## src/rtl/tsconf_uart_pkg.sv

```systemverilog
// Shared types and constants for the tsconf UART_TX pin arbiter.
// Source indices match bit positions in the one-hot grant vector {uart,midi,tape}.
package tsconf_uart_pkg;

    typedef enum logic [1:0] {
        FREE    = 2'd0,
        OWNED   = 2'd1,
        RELEASE = 2'd2
    } arb_state_t;

    localparam int unsigned NUM_SRC = 3;

    localparam logic [1:0] SRC_TAPE = 2'd0;
    localparam logic [1:0] SRC_MIDI = 2'd1;
    localparam logic [1:0] SRC_UART = 2'd2;

    // Highest priority first.
    localparam logic [1:0] PRIO_ORDER [NUM_SRC] = '{SRC_UART, SRC_MIDI, SRC_TAPE};

    function automatic logic [NUM_SRC-1:0] prio_pick(input logic [NUM_SRC-1:0] req);
        logic [NUM_SRC-1:0] pick;
        pick = '0;
        for (int unsigned i = 0; i < NUM_SRC; i++) begin
            if (pick == '0 && req[PRIO_ORDER[2'(i)]]) begin
                pick[PRIO_ORDER[2'(i)]] = 1'b1;
            end
        end
        return pick;
    endfunction

endpackage

```

## src/rtl/uart_tx_edge_det.sv

```systemverilog
// Per-source history register and toggle detector.
// The history resets to the idle level so a source resting elsewhere shows one edge.
module uart_tx_edge_det #(
    parameter logic IDLE_LEVEL = 1'b1
) (
    input  logic clk_i,
    input  logic rst_ni,
    input  logic src_i,
    output logic edge_o
);

    logic src_q;

    always_ff @(posedge clk_i or negedge rst_ni) begin
        if (!rst_ni) begin
            src_q <= IDLE_LEVEL;
        end else begin
            src_q <= src_i;
        end
    end

    assign edge_o = src_i ^ src_q;

endmodule

```

## src/rtl/uart_tx_arbiter.sv

```systemverilog
// Ownership arbiter for the shared UART_TX pin: first toggling source claims it,
// holds it until idle for HOLD_CYCLES, and non-owner toggles are flagged as collisions.
module uart_tx_arbiter
    import tsconf_uart_pkg::*;
#(
    parameter int unsigned HOLD_CYCLES = 1680000,
    parameter logic        IDLE_LEVEL  = 1'b1
) (
    input  logic       clk_sys,
    input  logic       rst_n,
    input  logic       tape_in,
    input  logic       midi_in,
    input  logic       uart_in,
    input  logic       collision_clr,
    output logic       tx_out,
    output logic [2:0] grant,
    output logic       collision
);

    if (HOLD_CYCLES < 2) begin : g_bad_hold
        $error("uart_tx_arbiter: HOLD_CYCLES must be >= 2");
    end

    localparam int unsigned CNT_W = $clog2(HOLD_CYCLES);
    localparam logic [CNT_W-1:0] CNT_RELOAD = CNT_W'(HOLD_CYCLES - 1);

    logic [NUM_SRC-1:0] src;
    logic [NUM_SRC-1:0] edges;
    logic [NUM_SRC-1:0] winner;
    logic               owner_edge;
    logic               other_edge;
    logic               owner_lvl;
    logic               collision_set;
    logic               collision_d;

    arb_state_t         state_q;
    logic [NUM_SRC-1:0] grant_q;
    logic               tx_q;
    logic [CNT_W-1:0]   cnt_q;
    logic               collision_q;

    assign src = {uart_in, midi_in, tape_in};

    uart_tx_edge_det #(.IDLE_LEVEL(IDLE_LEVEL)) u_edge_tape (
        .clk_i (clk_sys),
        .rst_ni(rst_n),
        .src_i (src[SRC_TAPE]),
        .edge_o(edges[SRC_TAPE])
    );

    uart_tx_edge_det #(.IDLE_LEVEL(IDLE_LEVEL)) u_edge_midi (
        .clk_i (clk_sys),
        .rst_ni(rst_n),
        .src_i (src[SRC_MIDI]),
        .edge_o(edges[SRC_MIDI])
    );

    uart_tx_edge_det #(.IDLE_LEVEL(IDLE_LEVEL)) u_edge_uart (
        .clk_i (clk_sys),
        .rst_ni(rst_n),
        .src_i (src[SRC_UART]),
        .edge_o(edges[SRC_UART])
    );

    always_comb begin
        winner     = prio_pick(edges);
        owner_edge = |(edges & grant_q);
        other_edge = |(edges & ~grant_q);
        owner_lvl  = |(src & grant_q);

        // Losers of a simultaneous claim count as collisions, as do intruders on an owned pin.
        collision_set = 1'b0;
        if (state_q == FREE && (edges & ~winner) != '0) begin
            collision_set = 1'b1;
        end
        if (state_q == OWNED && other_edge) begin
            collision_set = 1'b1;
        end
        collision_d = collision_set | (collision_q & ~collision_clr);
    end

    always_ff @(posedge clk_sys or negedge rst_n) begin
        if (!rst_n) begin
            state_q     <= FREE;
            grant_q     <= '0;
            tx_q        <= IDLE_LEVEL;
            cnt_q       <= '0;
            collision_q <= 1'b0;
        end else begin
            collision_q <= collision_d;
            case (state_q)
                FREE: begin
                    tx_q <= IDLE_LEVEL;
                    if (edges != '0) begin
                        grant_q <= winner;
                        tx_q    <= |(src & winner);
                        cnt_q   <= CNT_RELOAD;
                        state_q <= OWNED;
                    end
                end
                OWNED: begin
                    tx_q <= owner_lvl;
                    if (owner_edge) begin
                        cnt_q <= CNT_RELOAD;
                    end else if (cnt_q == '0) begin
                        state_q <= RELEASE;
                    end else begin
                        cnt_q <= cnt_q - 1'b1;
                    end
                end
                RELEASE: begin
                    tx_q    <= IDLE_LEVEL;
                    grant_q <= '0;
                    state_q <= FREE;
                end
                default: begin
                    state_q <= FREE;
                end
            endcase
        end
    end

    assign tx_out    = tx_q;
    assign grant     = grant_q;
    assign collision = collision_q;

endmodule
```

## config.mk

```make
export PLATFORM = sky130hd
export DESIGN_NAME = uart_tx_arbiter
export DESIGN_NICKNAME = d
export VERILOG_FILES = /design/src/rtl/tsconf_uart_pkg.sv /design/src/rtl/uart_tx_edge_det.sv /design/src/rtl/uart_tx_arbiter.sv
export SDC_FILE = /design/constraint.sdc
export NUM_CORES = 1
export LEC_CHECK = 0
export CAP_MARGIN = 25
export CELL_PAD_IN_SITES_DETAIL_PLACEMENT = 1
export CELL_PAD_IN_SITES_GLOBAL_PLACEMENT = 2
export CORE_UTILIZATION = 40
export CTS_BUF_LIST = sky130_fd_sc_hd__clkbuf_4 sky130_fd_sc_hd__clkbuf_8
export DETAILED_ROUTE_END_ITERATION = 10
export DONT_BUFFER_PORTS = 1
export PLACE_DENSITY_LB_ADDON = 0.15
export SYNTH_ARGS = -nofsm -noshare
export SYNTH_HDL_FRONTEND = slang
export SYNTH_SLANG_ARGS = --single-unit
```

## constraint.sdc

```tcl
create_clock -name clk_sys -period 6.5 [get_ports clk_sys]
set_input_delay 1.3 -clock clk_sys [delete_from_list [all_inputs] [get_ports clk_sys]]
set_output_delay 1.3 -clock clk_sys [all_outputs]
set_load 0.05 [all_outputs]
```

; ---- Word-level counts from Yosys, hierarchy flattened
; Cells that the tools add are included.
[classes]
eq_ne = 6
bitwise_logic = 14
n_mux = 17
reduce_logical = 19
add_sub_neg = 1
[op_table]
columns = op, count
row1 = 21-bit two-way mux, 3
row2 = 21-bit one-hot mux with 2 select lines, 1
row3 = 21-bit zero test, 1
row4 = "21-bit by 1-bit subtractor with 21-bit output, second input constant", 1
row5 = 3-bit AND, 5
row6 = 3-bit OR reduction, 4
row7 = 3-bit nonzero test, 3
row8 = 1-bit two-way mux, 6
row9 = 2-bit two-way mux, 3
row10 = 3-bit inverter, 2
row11 = 3-bit one-hot mux with 2 select lines, 1
row12 = 3-bit AND reduction, 2
row13 = 1-bit logical AND, 4
row14 = 2-bit zero test, 2
row15 = "2-bit by 1-bit != test with 1-bit output, second input constant", 2
row16 = 2-bit one-hot mux with 2 select lines, 1
row17 = 2-bit nonzero test, 2
row18 = 3-bit two-way mux, 1
row19 = "3-bit != test, second input constant", 1
row20 = 1-bit one-hot mux with 3 select lines, 1
row21 = 1-bit bitwise XOR, 3
row22 = "2-bit by 1-bit == test with 1-bit output, second input constant", 1
row23 = "2-bit == test, second input constant", 1
row24 = "2-bit != test, second input constant", 1
row25 = 4 further kinds, 5
[word_totals]
reg_bits = 31
word_cells = 65

; ---- Longest topological paths before layout
[depth]
depth_word = 15
depth_mapped = 8
mapped_depth_nobuf = 7

; ---- Hierarchy
; From an unflattened synthesis, not the netlist that was laid out.
[unflattened]
cells_unflattened = 197
area_unflattened_um2 = 1829.3
[modules_own_cells]
columns = module, seq_area_each_um2, cells_per_inst, n_inst, area_per_inst_um2
row1 = uart_tx_arbiter, 701.9, 191, 1, 1724.2
row2 = uart_tx_edge_det, 26.3, 2, 3, 35.0

; ---- Least setup slack after synthesis
; Ideal clock, no wire load.
[synth_path]
kind = in2reg
from = in uart_in
to = reg cnt_q[9]
path_slack_ns = 3.269
setup_ns = 0.137
n_path_buf = 1
path_stages = 7
t_arrival_ns = 3.094
cell_sequence = ha_1 -> inv_1 -> a222oi_1 -> nand3_1 -> clkbuf_1 -> o41ai_1 -> o31ai_1
[synth_via]
elab_chain_len = 5
word_cells_on_any_way = 9
classes_between = eq/ne (2) / mux (2) / bitwise (2) / reduce/logical (3)
[synth_lines]
columns = item, line_no
row1 = "start, declared", uart_tx_arbiter.sv:13  ; input logic uart_in,
row2 = 1-bit bitwise XOR (*), uart_tx_edge_det.sv:22  ; assign edge_o = src_i ^ src_q;
row3 = 3-bit AND, uart_tx_arbiter.sv:67  ; owner_edge = |(edges & grant_q);
row4 = 3-bit OR reduction, uart_tx_arbiter.sv:67
row5 = 3-bit != test (no source line) / 21-bit two-way mux (equally long branches), n/a
row6 = 3-bit AND reduction (no source line) / 21-bit one-hot mux with 2 select lines (equally long branches), n/a
row7 = "end signal, assigned", uart_tx_arbiter.sv:108  ; cnt_q <= cnt_q - 1'b1;
row8 = "end, declared", uart_tx_arbiter.sv:39  ; logic [CNT_W-1:0] cnt_q;
; Every way passes the cells marked *; elsewhere a longest branch is shown, timed or not.
; A chain may end at the register's enable or synchronous reset.

; ---- Final worst setup path
[layout_path]
from = in uart_in
to = reg cnt_q[18]
; Same word-level chain as after synthesis.

==> impl_metrics.json <==
{
  "htreeDepth": 2,
  "syn2layout_area_growth_pct": 7.87,
  "rows": 24,
  "slew_violations": 0,
  "worst_ep_required_time_ps": 6720,
  "cap_violations": 0,
  "synth_top_cell_area_share_pct": 36.9,
  "power.clock.fraction_pct": 22.7,
  "cts_resized": 0,
  "synth_area_um2": 1830,
  "p_leak_uw": 0.000782,
  "run_status": "finished, final reports clean",
  "num_io_pins": 11,
  "io_buffers": 0,
  "synth_top_cell_by_area": "dfrtp_1",
  "synth-main-ff-cell": "dfrtp_1",
  "first_pass_iters": 4,
  "cts_setup_buffers": 0,
  "cp_data_arrival_time_ps": 3850,
  "min_path_cells": 1,
  "ys_ff_latch": 31,
  "fin_area_um2": 1970,
  "setup_ws_ps": 2870,
  "fin_crit_ps": 3630,
  "grt_first_pass_wirelength_um": 8500,
  "clock_path_buffers": 2,
  "hold_path_class": "reg2reg",
  "syn_inst": 196,
  "critPathLaunchType": "input port",
  "p_int_uw": 393,
  "layout_common_cells": "dfrtp_1, o21ai_0, nor2_1",
  "gr-usage-all-layers_pct": 22.3,
  "finClkSkew_ps": 8.87,
  "wl_per_cell_um": 19.1,
  "cts_hold_buf": 0,
  "core-area_um2": 4380,
  "whs_ps": 513,
  "final_common_cell": "dfrtp_1",
  "start_util_pct": 41.7,
  "grt_pass1_vias": 1720,
  "fmax_ghz": 0.275,
  "antenna_found_initial": 0,
  "p_comb_share_pct": 34.5,
  "setup_violations": 0,
  "place_ws_ps": 2520,
  "setup_tns_ps": 0,
  "yosysSeqAreaShare_pct": 42.7,
  "syn_nets": 209,
  "endpoint_kind": "flop",
  "gp_congestion": 0.814,
  "ys_types": 52,
  "cp_max_fo": 16,
  "globalRouteOverflowTotal": 0,
  "avgSynthCellArea_um2": 9.33,
  "drc": 0,
  "tritoncts": "built",
  "slew_headroom_pct": 37.6,
  "reg2regPathDepth": 6,
  "clock-sinks": 31,
  "clk_latency_ps": 280,
  "synth_edf_count": 0,
  "p_sw_share_pct": 44.7,
  "totalPowerFinal_uw": 710,
  "power_density_nw_per_um2": 360,
  "drive_above_1_share_pct": 10.6,
  "num_vias": 1565,
  "ir_drop_mv": 0.180,
  "worstMarginPinSlew_ps": 923,
  "yosys_warnings": 0,
  "die_h_um": 69.6,
  "dieArea_um2": 4850,
  "synthTopCellsByArea": "dfrtp_1, dfstp_2, o21ai_0",
  "rsz0062_at_grt": "no",
  "critical_path_class": "in2reg",
  "grt_max_degree": 32,
  "final_net_count": 211,
  "clk_pin_slew_worst_paths_ps": 70,
  "wl_um": 4790,
  "p_sw_uw": 317,
  "drt_iter0_drc": 105,
  "synthArstFlopShare_pct": 100,
  "dpl.hpwl_um": 3350,
  "antennaDiodeCount": 0,
  "finalCritPeriodShare_pct": 55.9,
  "cts_root_buffer": "clkbuf_8",
  "dpl-instance-area_um2": 1870,
  "drtAntennaViolNets": 0,
  "numCtsBuffers": 5,
  "vias_per_cell": 6.24,
  "seqPwrFrac_pct": 42.8,
  "hold_viol_final": 0,
  "die_w_um": 69.6
}
layer usage:
layer  track usage (%)  vias up  wire length [um]
li1                  -      758                 -
met3              4.51        8               131
met2              35.5       23              2310
met1              30.1      776              2270
met4              7.78        0                75
met5                 0        -                 0
worst max-delay path: stages:
cell and delay, ps:
ha_1 370, a41oi_1 750, nand3_1 680, or4_1 660
nand3_1 100
through the flow:
stage / util [%] / std cells
CTS: 44.7 / 250
global route: 45.0 / 251
global placement: 42.7 / 242
finish: 45.0 / 251
detailed placement: 42.7 / 242
floorplan: - / 196
path summary, 6_finish.rpt:
kind,startpoint,end,slack [ps]
worst min-delay path,cnt_q[9]$_DFFE_PN0P_,cnt_q[9]$_DFFE_PN0P_,510
min in group asynchronous,rst_n,cnt_q[4]$_DFFE_PN0P_,700
worst min register to register,cnt_q[9]$_DFFE_PN0P_,cnt_q[9]$_DFFE_PN0P_,510
worst max register to register,u_edge_uart.src_q$_DFF_PN1_,cnt_q[18]$_DFFE_PN0P_,3340
worst max-delay path,uart_in,cnt_q[18]$_DFFE_PN0P_,2870
max in group asynchronous,rst_n,tx_out$_DFFE_PN1P_,5610
cell families after synthesis:
logic type | count (synthesis) | share of synthesized area [%]
AOI/OAI and AO/OA | 72 | 26.7
xor gates and xnor gates | 4 | 1.92
adders and majority gates | 8 | 5.33
buffers and inverters | 18 | 3.76
DFF | 31 | 42.7
and+or+nand+nor | 63 | 19.6
flip-flops by register name, summed over array words and instances, names as in the netlist:
register,flops
tx_out,1
u_edge_midi.src_q,1
cnt_q,21
collision,1
u_edge_tape.src_q,1
grant,3
state_q,2
u_edge_uart.src_q,1
cell type report:
| type | count | area (um^2) |
|---|---|---|
| Tap cell | 52 | 65.1 |
| Timing Repair Buffer | 1 | 11.3 |
| Clock buffer | 8 | 91.3 |
| Fill cell | 521 | 2410 |
| Multi-Input combinational cell | 147 | 980 |
| Sequential cell | 31 | 781 |
| Inverter | 12 | 45.0 |
cell usage after synthesis (2+ instances only):
cell and number:
a21o_1 5, o21ai_0 20, o211ai_1 2, nor4_2 2, nor3_1 6, xnor2_1 2, nor4_1 5, a31oi_1 5
xor2_1 2, or4_1 3, dfrtp_1 27, a22o_1 2, or4_4 2, a222oi_1 2, inv_1 12, o22ai_1 2
a211oi_1 5, clkbuf_1 5, nor3b_1 2, a21oi_1 6, or3_1 3, o31ai_1 6, o41ai_1 2, nand3_1 5
nand2_1 11, nor2_1 14, ha_1 7, nand2b_1 2, dfstp_2 4, a22oi_1 2, o21ai_1 2
power by group through the flow:
| stage | Sequential (uW) | Clock, uW | Combinational (uW) |
|---|---|---|---|
| after floorplan | 298 | 0 | 182 |
| after global placement | 307 | 0 | 227 |
| after detailed placement | 308 | 0 | 238 |
| after CTS | 304 | 168 | 240 |
| after global routing | 309 | 177 | 283 |
| final | 304 | 161 | 245 |
Power figures use the tool's default switching activity.
